## config.mk

```make
export PLATFORM = sky130hd
export DESIGN_NAME = vend_status_monitor
export DESIGN_NICKNAME = d
export VERILOG_FILES = /design/src/rtl/vend_pkg.sv /design/src/rtl/seg7_decode.sv /design/src/rtl/vend_status_monitor.sv
export SDC_FILE = /design/constraint.sdc
export NUM_CORES = 1
export LEC_CHECK = 0
export ABC_CLOCK_PERIOD_IN_PS = 3400
export CORE_MARGIN = 1.5
export CORE_UTILIZATION = 49
export CTS_CLUSTER_DIAMETER = 100
export CTS_CLUSTER_SIZE = 16
export DETAILED_ROUTE_END_ITERATION = 10
export PLACE_DENSITY = 0.82
export SYNTH_ARGS = -nofsm -noshare
export SYNTH_HDL_FRONTEND = slang
export SYNTH_SLANG_ARGS = --single-unit
```

## constraint.sdc

```tcl
create_clock -name clock -period 3.4 [get_ports clock]
set_input_delay 0.68 -clock clock [delete_from_list [all_inputs] [get_ports clock]]
set_output_delay 0.68 -clock clock [all_outputs]
set_load 0.02 [all_outputs]
```

## src/rtl/vend_pkg.sv

```systemverilog
// Shared definitions for the status monitor: display codes, FSM state, segment patterns.
// Latency: none (constants and a pure combinational helper).
// Backpressure: not applicable.
package vend_pkg;

    localparam logic [3:0] RES_OK    = 4'b1111;
    localparam logic [3:0] RES_WRONG = 4'b0000;

    // Segment order is {g,f,e,d,c,b,a}, active-high.
    localparam logic [6:0] SEG_OK    = 7'b1110001;  // "F"
    localparam logic [6:0] SEG_WRONG = 7'b0111111;  // "0"

    typedef enum logic {
        SCAN = 1'b0,
        LOCK = 1'b1
    } disp_state_t;

    // Full hex to seven-segment table.
    function automatic logic [6:0] hex_to_seg(input logic [3:0] value);
        logic [6:0] seg;
        case (value)
            4'h0:    seg = 7'b0111111;
            4'h1:    seg = 7'b0000110;
            4'h2:    seg = 7'b1011011;
            4'h3:    seg = 7'b1001111;
            4'h4:    seg = 7'b1100110;
            4'h5:    seg = 7'b1101101;
            4'h6:    seg = 7'b1111101;
            4'h7:    seg = 7'b0000111;
            4'h8:    seg = 7'b1111111;
            4'h9:    seg = 7'b1101111;
            4'hA:    seg = 7'b1110111;
            4'hB:    seg = 7'b1111100;
            4'hC:    seg = 7'b0111001;
            4'hD:    seg = 7'b1011110;
            4'hE:    seg = 7'b1111001;
            default: seg = 7'b1110001;
        endcase
        return seg;
    endfunction

endpackage

```

## src/rtl/seg7_decode.sv

```systemverilog
// Registered hex to seven-segment decoder ({g,f,e,d,c,b,a}, active-high).
// Latency: 1 cycle from value to seg.
// Backpressure: none; decodes every cycle.
module seg7_decode
    import vend_pkg::*;
(
    input  logic       clock,
    input  logic       reset_n,
    input  logic [3:0] value,
    output logic [6:0] seg
);

    // Register the decoded pattern; reset shows the "ok" glyph.
    always_ff @(posedge clock) begin
        if (!reset_n) begin
            seg <= SEG_OK;
        end else begin
            seg <= hex_to_seg(value);
        end
    end

endmodule

```

## src/rtl/vend_status_monitor.sv

```systemverilog
// Latches per-channel faults, scans or locks the display onto faulty channels, drives a 7-seg glyph.
// Latency: check -> fault_vec/redlight/disp_ch 1 cycle, -> result/sevensegment 2 cycles.
// Backpressure: none; optional fault event counter enabled by VEND_FAULT_COUNT_EN.
module vend_status_monitor
    import vend_pkg::*;
#(
    parameter int NUM_CH = 4,
    parameter int DWELL  = 1000,
    parameter int CNT_W  = 8
) (
    input  logic                                     clock,
    input  logic                                     reset_n,
    input  logic [2*NUM_CH-1:0]                      check,
    input  logic                                     clear,
    output logic                                     redlight,
    output logic [NUM_CH-1:0]                        fault_vec,
    output logic [((NUM_CH > 1) ? $clog2(NUM_CH) : 1)-1:0] disp_ch,
    output logic [3:0]                               result,
    output logic [6:0]                               sevensegment
`ifdef VEND_FAULT_COUNT_EN
    ,
    output logic [CNT_W-1:0]                         fault_count
`endif
);

    localparam int DW = (NUM_CH > 1) ? $clog2(NUM_CH) : 1;
    localparam int CW = (DWELL > 1) ? $clog2(DWELL) : 1;

    logic [NUM_CH-1:0] wrong_vec;
    logic [NUM_CH-1:0] fault_nxt;
    logic [DW-1:0]     low_idx;
    disp_state_t       state;
    disp_state_t       state_nxt;
    logic [CW-1:0]     dwell_cnt;
    logic [CW-1:0]     cnt_nxt;
    logic [DW-1:0]     disp_nxt;
    logic [3:0]        result_nxt;

    // Next fault flags (set wins over clear) and the lowest flagged channel.
    always_comb begin
        wrong_vec = '0;
        for (int i = 0; i < NUM_CH; i++) begin
            wrong_vec[i] = (check[2*i +: 2] != 2'b00);
        end
        fault_nxt = clear ? wrong_vec : (fault_vec | wrong_vec);
        low_idx = '0;
        for (int i = NUM_CH - 1; i >= 0; i--) begin
            if (fault_nxt[i]) begin
                low_idx = DW'(i);
            end
        end
    end

    // Display FSM: scan with dwell timer, or lock onto the lowest faulty channel.
    always_comb begin
        state_nxt = state;
        cnt_nxt   = dwell_cnt;
        disp_nxt  = disp_ch;
        case (state)
            SCAN: begin
                if (|fault_nxt) begin
                    state_nxt = LOCK;
                    cnt_nxt   = '0;
                    disp_nxt  = low_idx;
                end else if (dwell_cnt == CW'(DWELL - 1)) begin
                    cnt_nxt  = '0;
                    disp_nxt = (disp_ch == DW'(NUM_CH - 1)) ? '0 : disp_ch + 1'b1;
                end else begin
                    cnt_nxt = dwell_cnt + 1'b1;
                end
            end
            LOCK: begin
                cnt_nxt = '0;
                if (fault_nxt == '0) begin
                    state_nxt = SCAN;
                    disp_nxt  = '0;
                end else begin
                    disp_nxt = low_idx;
                end
            end
        endcase
        result_nxt = fault_vec[disp_ch] ? RES_WRONG : RES_OK;
    end

    // State, flags and displayed code; reset beats clear and check.
    always_ff @(posedge clock) begin
        if (!reset_n) begin
            state     <= SCAN;
            dwell_cnt <= '0;
            disp_ch   <= '0;
            fault_vec <= '0;
            redlight  <= 1'b0;
            result    <= RES_OK;
        end else begin
            state     <= state_nxt;
            dwell_cnt <= cnt_nxt;
            disp_ch   <= disp_nxt;
            fault_vec <= fault_nxt;
            redlight  <= |fault_nxt;
            result    <= result_nxt;
        end
    end

    // Segments decode result_nxt so they update on the same edge as result.
    seg7_decode u_seg7 (
        .clock   (clock),
        .reset_n (reset_n),
        .value   (result_nxt),
        .seg     (sevensegment)
    );

`ifdef VEND_FAULT_COUNT_EN
    localparam int SW = CNT_W + 5;

    logic [SW-1:0] new_pop;
    logic [SW-1:0] cnt_sum;

    // Count newly set flags this cycle; wide sum so saturation can be detected.
    always_comb begin
        new_pop = '0;
        for (int i = 0; i < NUM_CH; i++) begin
            new_pop = new_pop + SW'(fault_nxt[i] & ~fault_vec[i]);
        end
        cnt_sum = SW'(fault_count) + new_pop;
    end

    // Saturating event counter, untouched by clear.
    always_ff @(posedge clock) begin
        if (!reset_n) begin
            fault_count <= '0;
        end else if (cnt_sum > SW'({CNT_W{1'b1}})) begin
            fault_count <= '1;
        end else begin
            fault_count <= cnt_sum[CNT_W-1:0];
        end
    end
`endif

endmodule

```

==> summary.txt, run 1 <==
Layout
  – Final Net Count: 141
  – Layout area overhead: 24.94%
  – Final Non-Filler Cells: 154
  – Most common cell after layout, fill and taps aside: clkdlybuf4s50_1
  – N_diodes: 0
  – Layout cells sized above 1: 10.24%
  – Most frequent cells in the layout: clkdlybuf4s50_1 (25), dfxtp_1 (20), nor2_1 (17), nor3_1 (8), xnor2_1 (6)
  – Fill count: 170

Yosys
  – Gate Count Post-Synth: 106
  – Post-synthesis register bit count: 20
  – Synthesized area: 998.5 µm²
  – Warnings from Yosys: 0
  – Count of different cell masters after synthesis: 32
  – Register area share after synthesis: 40.10%
  – Syn avg cell area: 9.419 µm²

Drt
  – Overall via count from detail_route: 759
  – DRC viols: 0
  – Initial DRT Pass Iterations: 4
  – Aggregate routed wire length: 1.841 mm
  – Drt wl/cell: 11.95 µm
  – DRT antenna net count: 0
  – DRT iter0 DRCs: 12
  – DR vias/cell: 4.929

Clock network
  – Worst-Skew Late Latency: 0.30 ns
  – Post-cts resize count: 0
  – TritonCTS buffer count: 3
  – H-Tree Level Count: 1
  – Longest Clk Path Bufs: 2
  – Post-CTS Setup Repair Bufs: 0
  – # hold bufs at CTS: 0
  – CTS tree: done
  – Clk sink count: 20
  – Root Driver: clkbuf_4
  – Clk slew on worst S/H paths: 0.11 ns

Worst hold path
  – Hold_sp: dwell_cnt[0]
  – Hold Crit Endpoint: dwell_cnt[0]
  – Hold crit path type: reg -> reg
  – Hold depth: 1

Global routing
  – Met3 Usage GRT: 4.444%
  – Grt total ovfl: 0
  – Met2 Use GR: 25.26%
  – Initial antenna violation count: 0
  – Vias in the first global route: 626
  – Largest net degree at the start of global routing: 12
  – Global Route Usage Sum: 17.53%
  – Gr busiest metal: met2
  – Global-route met1 utilization: 23.80%
  – First-pass GRT wire length: 2.711 mm

Job
  – Max-cap violations: 0

Place
  – Dpl cells: 150
  – IO Port Bufs: 25
  – HPWL after DPL: 1.379 mm
  – Routability cong.: 0.8016

STA
  – Min Tclk post-route: 2.106 ns
  – Tcrit/Tclk final: 61.93%
  – Count of final hold-check violations: 0
  – Slew Limit Fails: 0
  – Final setup violation count: 0
  – Clk_skew: 0.005320 ns
  – Fin Setup TNS: 0 ns
  – RSZ-0062 raised after global routing: false
  – Fmax: 474.9 MHz
  – Max-slew headroom: 59.40%
  – Least-Margin Pin Slew: 0.6045 ns

Floorplan
  – Num rows: 16
  – Die Ht: 48.14 µm
  – # IOs: 29
  – Initial Util: 51.42%
  – Core Box Area: 1942 µm²
  – Die area: 2317 µm²
  – Die X: 48.14 µm

Worst setup path
  – R2R Path End: disp_ch[1]
  – Crit-path max FO: 11
  – Crit path capture type: flip-flop
  – WP data arrival: 2.34 ns
  – Worst Path Required: 3.63 ns
  – R2r setup slk: 1.59 ns
  – Setup Crit Path Kind: in -> reg
  – Crit start category: primary input
  – Worst setup path start: clear
  – Reg-to-reg startpoint: dwell_cnt[0]
  – Register-to-Register Path Depth: 5

Power
  – Combinational power share: 16.2%
  – Switch Pwr: 0.1122 mW
  – Net Sw Frac: 24.57%
  – Pint: 0.3445 mW
  – Clock power share: 29.7%
  – Worst ir drop on vdd: 0.2880 mV
  – P_leak: 0.4327 nW
  – Pwr dens: 366.1 nW/µm²
  – Sequential share of power: 54.1%

Run status
  – Run status: finished clean
==> through the flow <==
step,area (µm²),hold WS (ns),utilization (%),total power [mW],worst slack [ns]
after detailed placement,1211,0.4860,62.37,0.3260,1.038
after global placement,1211,0.4795,62.37,0.3248,1.088
after floorplan,1006,0.4503,-,0.2957,1.603
after CTS,1247,0.5004,64.24,0.4614,1.299
after global routing,1247,0.5306,64.24,0.4780,1.242
final,1247,0.4995,64.24,0.4567,1.294
==> area by class of cell <==
| cell class | instances | area (µm²) | area share, % |
|---|---|---|---|
| Multi-Input combinational cell | 74 | 511.7 | 41.02 |
| Sequential cell | 20 | 400.4 | 32.10 |
| Timing Repair Buffer | 25 | 250.2 | 20.06 |
| Clock buffer | 4 | 36.28 | 2.909 |
| Tap cell | 27 | 33.78 | 2.708 |
| Inverter | 4 | 15.01 | 1.204 |
==> critical path: stages <==
cell and delay [ns]:
clkdlybuf4s50_1 0.54, nand2b_1 0.17, nand4_2 0.14, or4_4 0.60, nor3_1 0.21
==> state kept, by name, indices dropped and copies added (netlist names) <==
register,count
disp_ch,2
dwell_cnt,10
fault_vec,4
redlight,1
result,1
state,1
u_seg7.seg,1
==> power groups by stage <==
stage / combinational, mW / sequential (mW) / clock (mW)
2_1_floorplan: 0.0363 / 0.259 / 0
3_3_place_gp: 0.0731 / 0.252 / 0
3_5_place_dp: 0.0736 / 0.252 / 0
4_1_cts: 0.0744 / 0.247 / 0.140
5_1_grt: 0.0801 / 0.248 / 0.150
6_report: 0.0741 / 0.247 / 0.136
==> cells in the mapped netlist <==
library cell | count | area [µm²]
nand3_2 | 1 | 10.01
or4_4 | 1 | 11.26
buf_6 | 1 | 11.26
and2_1 | 4 | 25.02
conb_1 | 1 | 3.750
nor4_4 | 1 | 21.27
nor3_1 | 8 | 40.04
nand3_1 | 3 | 15.01
mux2i_1 | 2 | 20.02
dfxtp_1 | 20 | 400.4
xnor2_1 | 6 | 52.55
nand4_1 | 1 | 6.260
o2111a_1 | 1 | 11.26
or2b_2 | 1 | 8.760
nor2_1 | 17 | 63.81
o41a_1 | 1 | 11.26
nor3b_2 | 1 | 12.51
o31a_1 | 1 | 8.760
nand4bb_1 | 1 | 11.26
inv_1 | 4 | 15.01
nand2_1 | 4 | 15.01
o22ai_1 | 1 | 6.260
ha_1 | 2 | 25.02
mux2_2 | 2 | 22.52
xor2_1 | 2 | 17.52
nand4b_4 | 1 | 23.77
o21ai_0 | 1 | 5.000
nor4_1 | 2 | 12.51
nand4_2 | 1 | 12.51
nand2b_1 | 3 | 18.77
nor2b_1 | 2 | 12.51
buf_4 | 9 | 67.56
==> worst max path at each step <==
| stage | end | slack (ns) | depth (start not counted) |
|---|---|---|---|
| 2_1_floorplan | dwell_cnt[5] | 1.60 | 5 |
| 3_3_place_gp | dwell_cnt[3] | 1.09 | 5 |
| 3_5_place_dp | dwell_cnt[7] | 1.04 | 5 |
| 4_1_cts | dwell_cnt[5] | 1.30 | 5 |
| 5_1_grt | dwell_cnt[7] | 1.24 | 5 |
| 6_report | dwell_cnt[5] | 1.29 | 5 |
==> routing by layer <==
metal	routed length, µm	vias to the layer above
li1	-	392
met4	46	0
met2	873	17
met3	43	5
met1	878	345
met5	0	-
==> logic make-up (layout without fill, tap and decap cells) <==
logic type / after synthesis / after routing / share of synthesized area [%]
buf+inv: 14 / 33 / 9.397
other cells: 1 / 3 / 0.3756
compound gates: 5 / 5 / 4.261
simple gates: 52 / 52 / 32.08
fa+ha+maj: 2 / 2 / 2.506
mux: 4 / 4 / 4.261
flops: 20 / 20 / 40.10
xor+xnor: 8 / 8 / 7.018
Power figures use the tool's default switching activity.
==> inputs of run 2 (changes only) <==
--- a/config.mk
+++ b/config.mk
@@ -5,13 +5,13 @@
 export SDC_FILE = /design/constraint.sdc
 export NUM_CORES = 1
 export LEC_CHECK = 0
-export ABC_CLOCK_PERIOD_IN_PS = 3400
+export ABC_CLOCK_PERIOD_IN_PS = 1800
 export CORE_MARGIN = 1.5
-export CORE_UTILIZATION = 49
+export CORE_UTILIZATION = 41
 export CTS_CLUSTER_DIAMETER = 100
 export CTS_CLUSTER_SIZE = 16
 export DETAILED_ROUTE_END_ITERATION = 10
-export PLACE_DENSITY = 0.82
+export PLACE_DENSITY = 0.73
 export SYNTH_ARGS = -nofsm -noshare
 export SYNTH_HDL_FRONTEND = slang
 export SYNTH_SLANG_ARGS = --single-unit
==> constraint.sdc (replaced) <==
create_clock -name clock -period 1.8 [get_ports clock]
set_input_delay 0.36 -clock clock [delete_from_list [all_inputs] [get_ports clock]]
set_output_delay 0.36 -clock clock [all_outputs]
set_load 0.02 [all_outputs]
==> summary.txt, run 2 (synthesis gave the netlist of run 1 again) <==
Power
  – Switch Pwr: 0.2025 mW (was 0.1122 mW)
  – Net Sw Frac: 23.51% (was 24.57%)
  – Clock power share: 28.4% (was 29.7%)
  – Pint: 0.6589 mW (was 0.3445 mW)
  – P_leak: 0.5109 nW (was 0.4327 nW)
  – Pwr dens: 645.2 nW/µm² (was 366.1 nW/µm²)
  – Final Total Pwr: 0.8614 mW (was 0.4567 mW)
  – Worst ir drop on vdd: 0.3500 mV (was 0.2880 mV)
  – Sequential share of power: 54.3% (was 54.1%)
  – Combinational power share: 17.4% (was 16.2%)

Global routing
  – First-pass GRT wire length: 3.167 mm (was 2.711 mm)
  – Initial antenna violation count: 0 (unchanged)
  – Global Route Usage Sum: 15.33% (was 17.53%)
  – Vias in the first global route: 798 (was 626)
  – Grt total ovfl: 0 (unchanged)
  – Largest net degree at the start of global routing: 12 (unchanged)

Clock network
  – Longest Clk Path Bufs: 2 (unchanged)
  – # hold bufs at CTS: 0 (unchanged)
  – CTS tree: done (unchanged)
  – Clk slew on worst S/H paths: 0.10 ns (was 0.11 ns)
  – Post-cts resize count: 0 (unchanged)
  – TritonCTS buffer count: 3 (unchanged)
  – Root Driver: clkbuf_4 (unchanged)
  – Clk sink count: 20 (unchanged)
  – H-Tree Level Count: 1 (unchanged)
  – Post-CTS Setup Repair Bufs: 0 (unchanged)
  – Worst-Skew Late Latency: 0.29 ns (was 0.30 ns)

Layout
  – Final Cell Area: 1335 µm² (was 1247 µm²)
  – Most common cell after layout, fill and taps aside: clkdlybuf4s50_1 (unchanged)
  – Largest register FFs: 10 (unchanged)
  – N_diodes: 0 (unchanged)
  – Layout area overhead: 33.71% (was 24.94%)
  – Final Net Count: 150 (was 141)
  – Most frequent cells in the layout: clkdlybuf4s50_1 (23), dfxtp_1 (20), nor2_1 (17), buf_4 (8) (was clkdlybuf4s50_1 (25), dfxtp_1 (20), nor2_1 (17), nor3_1 (8), xnor2_1 (6))
  – Top flop regs: dwell_cnt x10, fault_vec x4, disp_ch x2 (unchanged)
  – Reg with most FFs: dwell_cnt (unchanged)
  – Final Non-Filler Cells: 164 (was 154)
  – Layout cells sized above 1: 17.65% (was 10.24%)

Floorplan
  – Die X: 52.35 µm (was 48.14 µm)
  – Initial Util: 44.28% (was 51.42%)
  – Core Box Area: 2255 µm² (was 1942 µm²)
  – Num rows: 17 (was 16)
  – Die area: 2741 µm² (was 2317 µm²)
  – Die Ht: 52.35 µm (was 48.14 µm)
  – # IOs: 29 (unchanged)

Drt
  – DRT antenna net count: 0 (unchanged)
  – DRC viols: 0 (unchanged)
  – DRT iter0 DRCs: 6 (was 12)
  – Overall via count from detail_route: 806 (was 759)
  – Drt wl/cell: 11.63 µm (was 11.95 µm)
  – Initial DRT Pass Iterations: 4 (unchanged)
  – DR vias/cell: 4.915 (was 4.929)
  – Aggregate routed wire length: 1.908 mm (was 1.841 mm)

Worst hold path
  – Hold crit path type: reg -> reg (unchanged)

Worst setup path
  – Worst path cell trace: clkdlybuf4s50_1 -> nand2b_1 -> nand4b_4 -> or4_4 -> nor3_1 (was clkdlybuf4s50_1 -> nand2b_1 -> nand4_2 -> or4_4 -> nor3_1)
  – Crit start category: primary input (unchanged)
  – Setup Crit Path Kind: in -> reg (unchanged)
  – WP data arrival: 1.98 ns (was 2.34 ns)
  – Critical-path top delay cell: or4_4 (unchanged)
  – Crit path capture type: flip-flop (unchanged)
  – R2r setup slk: 0.25 ns (was 1.59 ns)
  – Worst Path Required: 2.01 ns (was 3.63 ns)
  – CP peak stage delay: 0.56 ns (was 0.60 ns)
  – Crit-path max FO: 6 (was 11)

STA
  – Tcrit/Tclk final: 98.21%
  – Slew Limit Fails: 0 (unchanged)
  – Fmax: 565.7 MHz
  – Final setup violation count: 0 (unchanged)
  – Count of final hold-check violations: 0 (unchanged)
  – Min Tclk post-route: 1.768 ns
  – RSZ-0062 raised after global routing: false (unchanged)
  – Clk_skew: 0.003186 ns (was 0.005320 ns)

Place
  – IO Port Bufs: 25 (unchanged)
  – Placed inst area: 1272 µm² (was 1211 µm²)
  – Dpl cells: 159 (was 150)
  – Routability cong.: 0.7581 (was 0.8016)
  – HPWL after DPL: 1.471 mm (was 1.379 mm)

Run status
  – Run status: finished clean (unchanged)

Job
  – Max-cap violations: 0 (unchanged)
## run 2: cell types whose count changed in the layout (fill, tap and decap cells not counted)
cell / change
buf_4: +8
clkdlybuf4s50_1: -2
dlymetal6s2s_1: +2
nor3_1: -2
nor3_2: +2
or4_4: +1
## run 2: final cells by class
| class | count | area [µm²] |
|---|---|---|
| tap | 28 | 35.03 |
| inverter | 4 | 15.01 |
| multi-input combinational | 75 | 533.0 |
| clock buffer | 4 | 36.28 |
| sequential | 20 | 400.4 |
| fill | 218 | 919.6 |
| timing repair buffer | 33 | 315.3 |
## run 2: layer usage
metal | up-vias | wire length, µm | track usage, %
met2 | 25 | 888 | 26.46
li1 | 413 | - | -
met3 | 2 | 94 | 2.857
met5 | - | 0 | 0
met1 | 366 | 909 | 18.79
met4 | 0 | 14 | 5.556
## run 2: worst paths after layout
| path | endpoint | from | depth (start not counted) |
|---|---|---|---|
| max | dwell_cnt[9] | clear | 5 |
| min | dwell_cnt[0] | dwell_cnt[0] | 1 |
| max reg2reg | dwell_cnt[9] | fault_vec[2] | 4 |
| min reg2reg | dwell_cnt[0] | dwell_cnt[0] | 1 |
## run 2: metrics by stage
step	setup slack (ns)	setup TNS, ns	utilization [%]	hold slack, ns
floorplan	0.2239	0	-	0.4331
global placement	-0.1767	-1.785	56.44	0.4669
finish	0.03230	0	59.21	0.4943
global route	0.007386	0	59.21	0.5386
detailed placement	-0.2738	-2.515	56.44	0.4820
CTS	0.03420	0	58.05	0.4966
## run 2: worst max-delay path: cells and delay by family
family        cells  cell delay [ns]
simple gates      4             1.10
buf+inv           1             0.52
## run 2: power by group through the flow
stage               clock network, mW  registers (mW)  logic (mW)
finish                          0.244           0.467       0.150
global route                    0.276           0.469       0.160
CTS                             0.255           0.467       0.150
detailed placement                  0           0.477       0.149
global placement                    0           0.477       0.148
floorplan                           0           0.490      0.0686
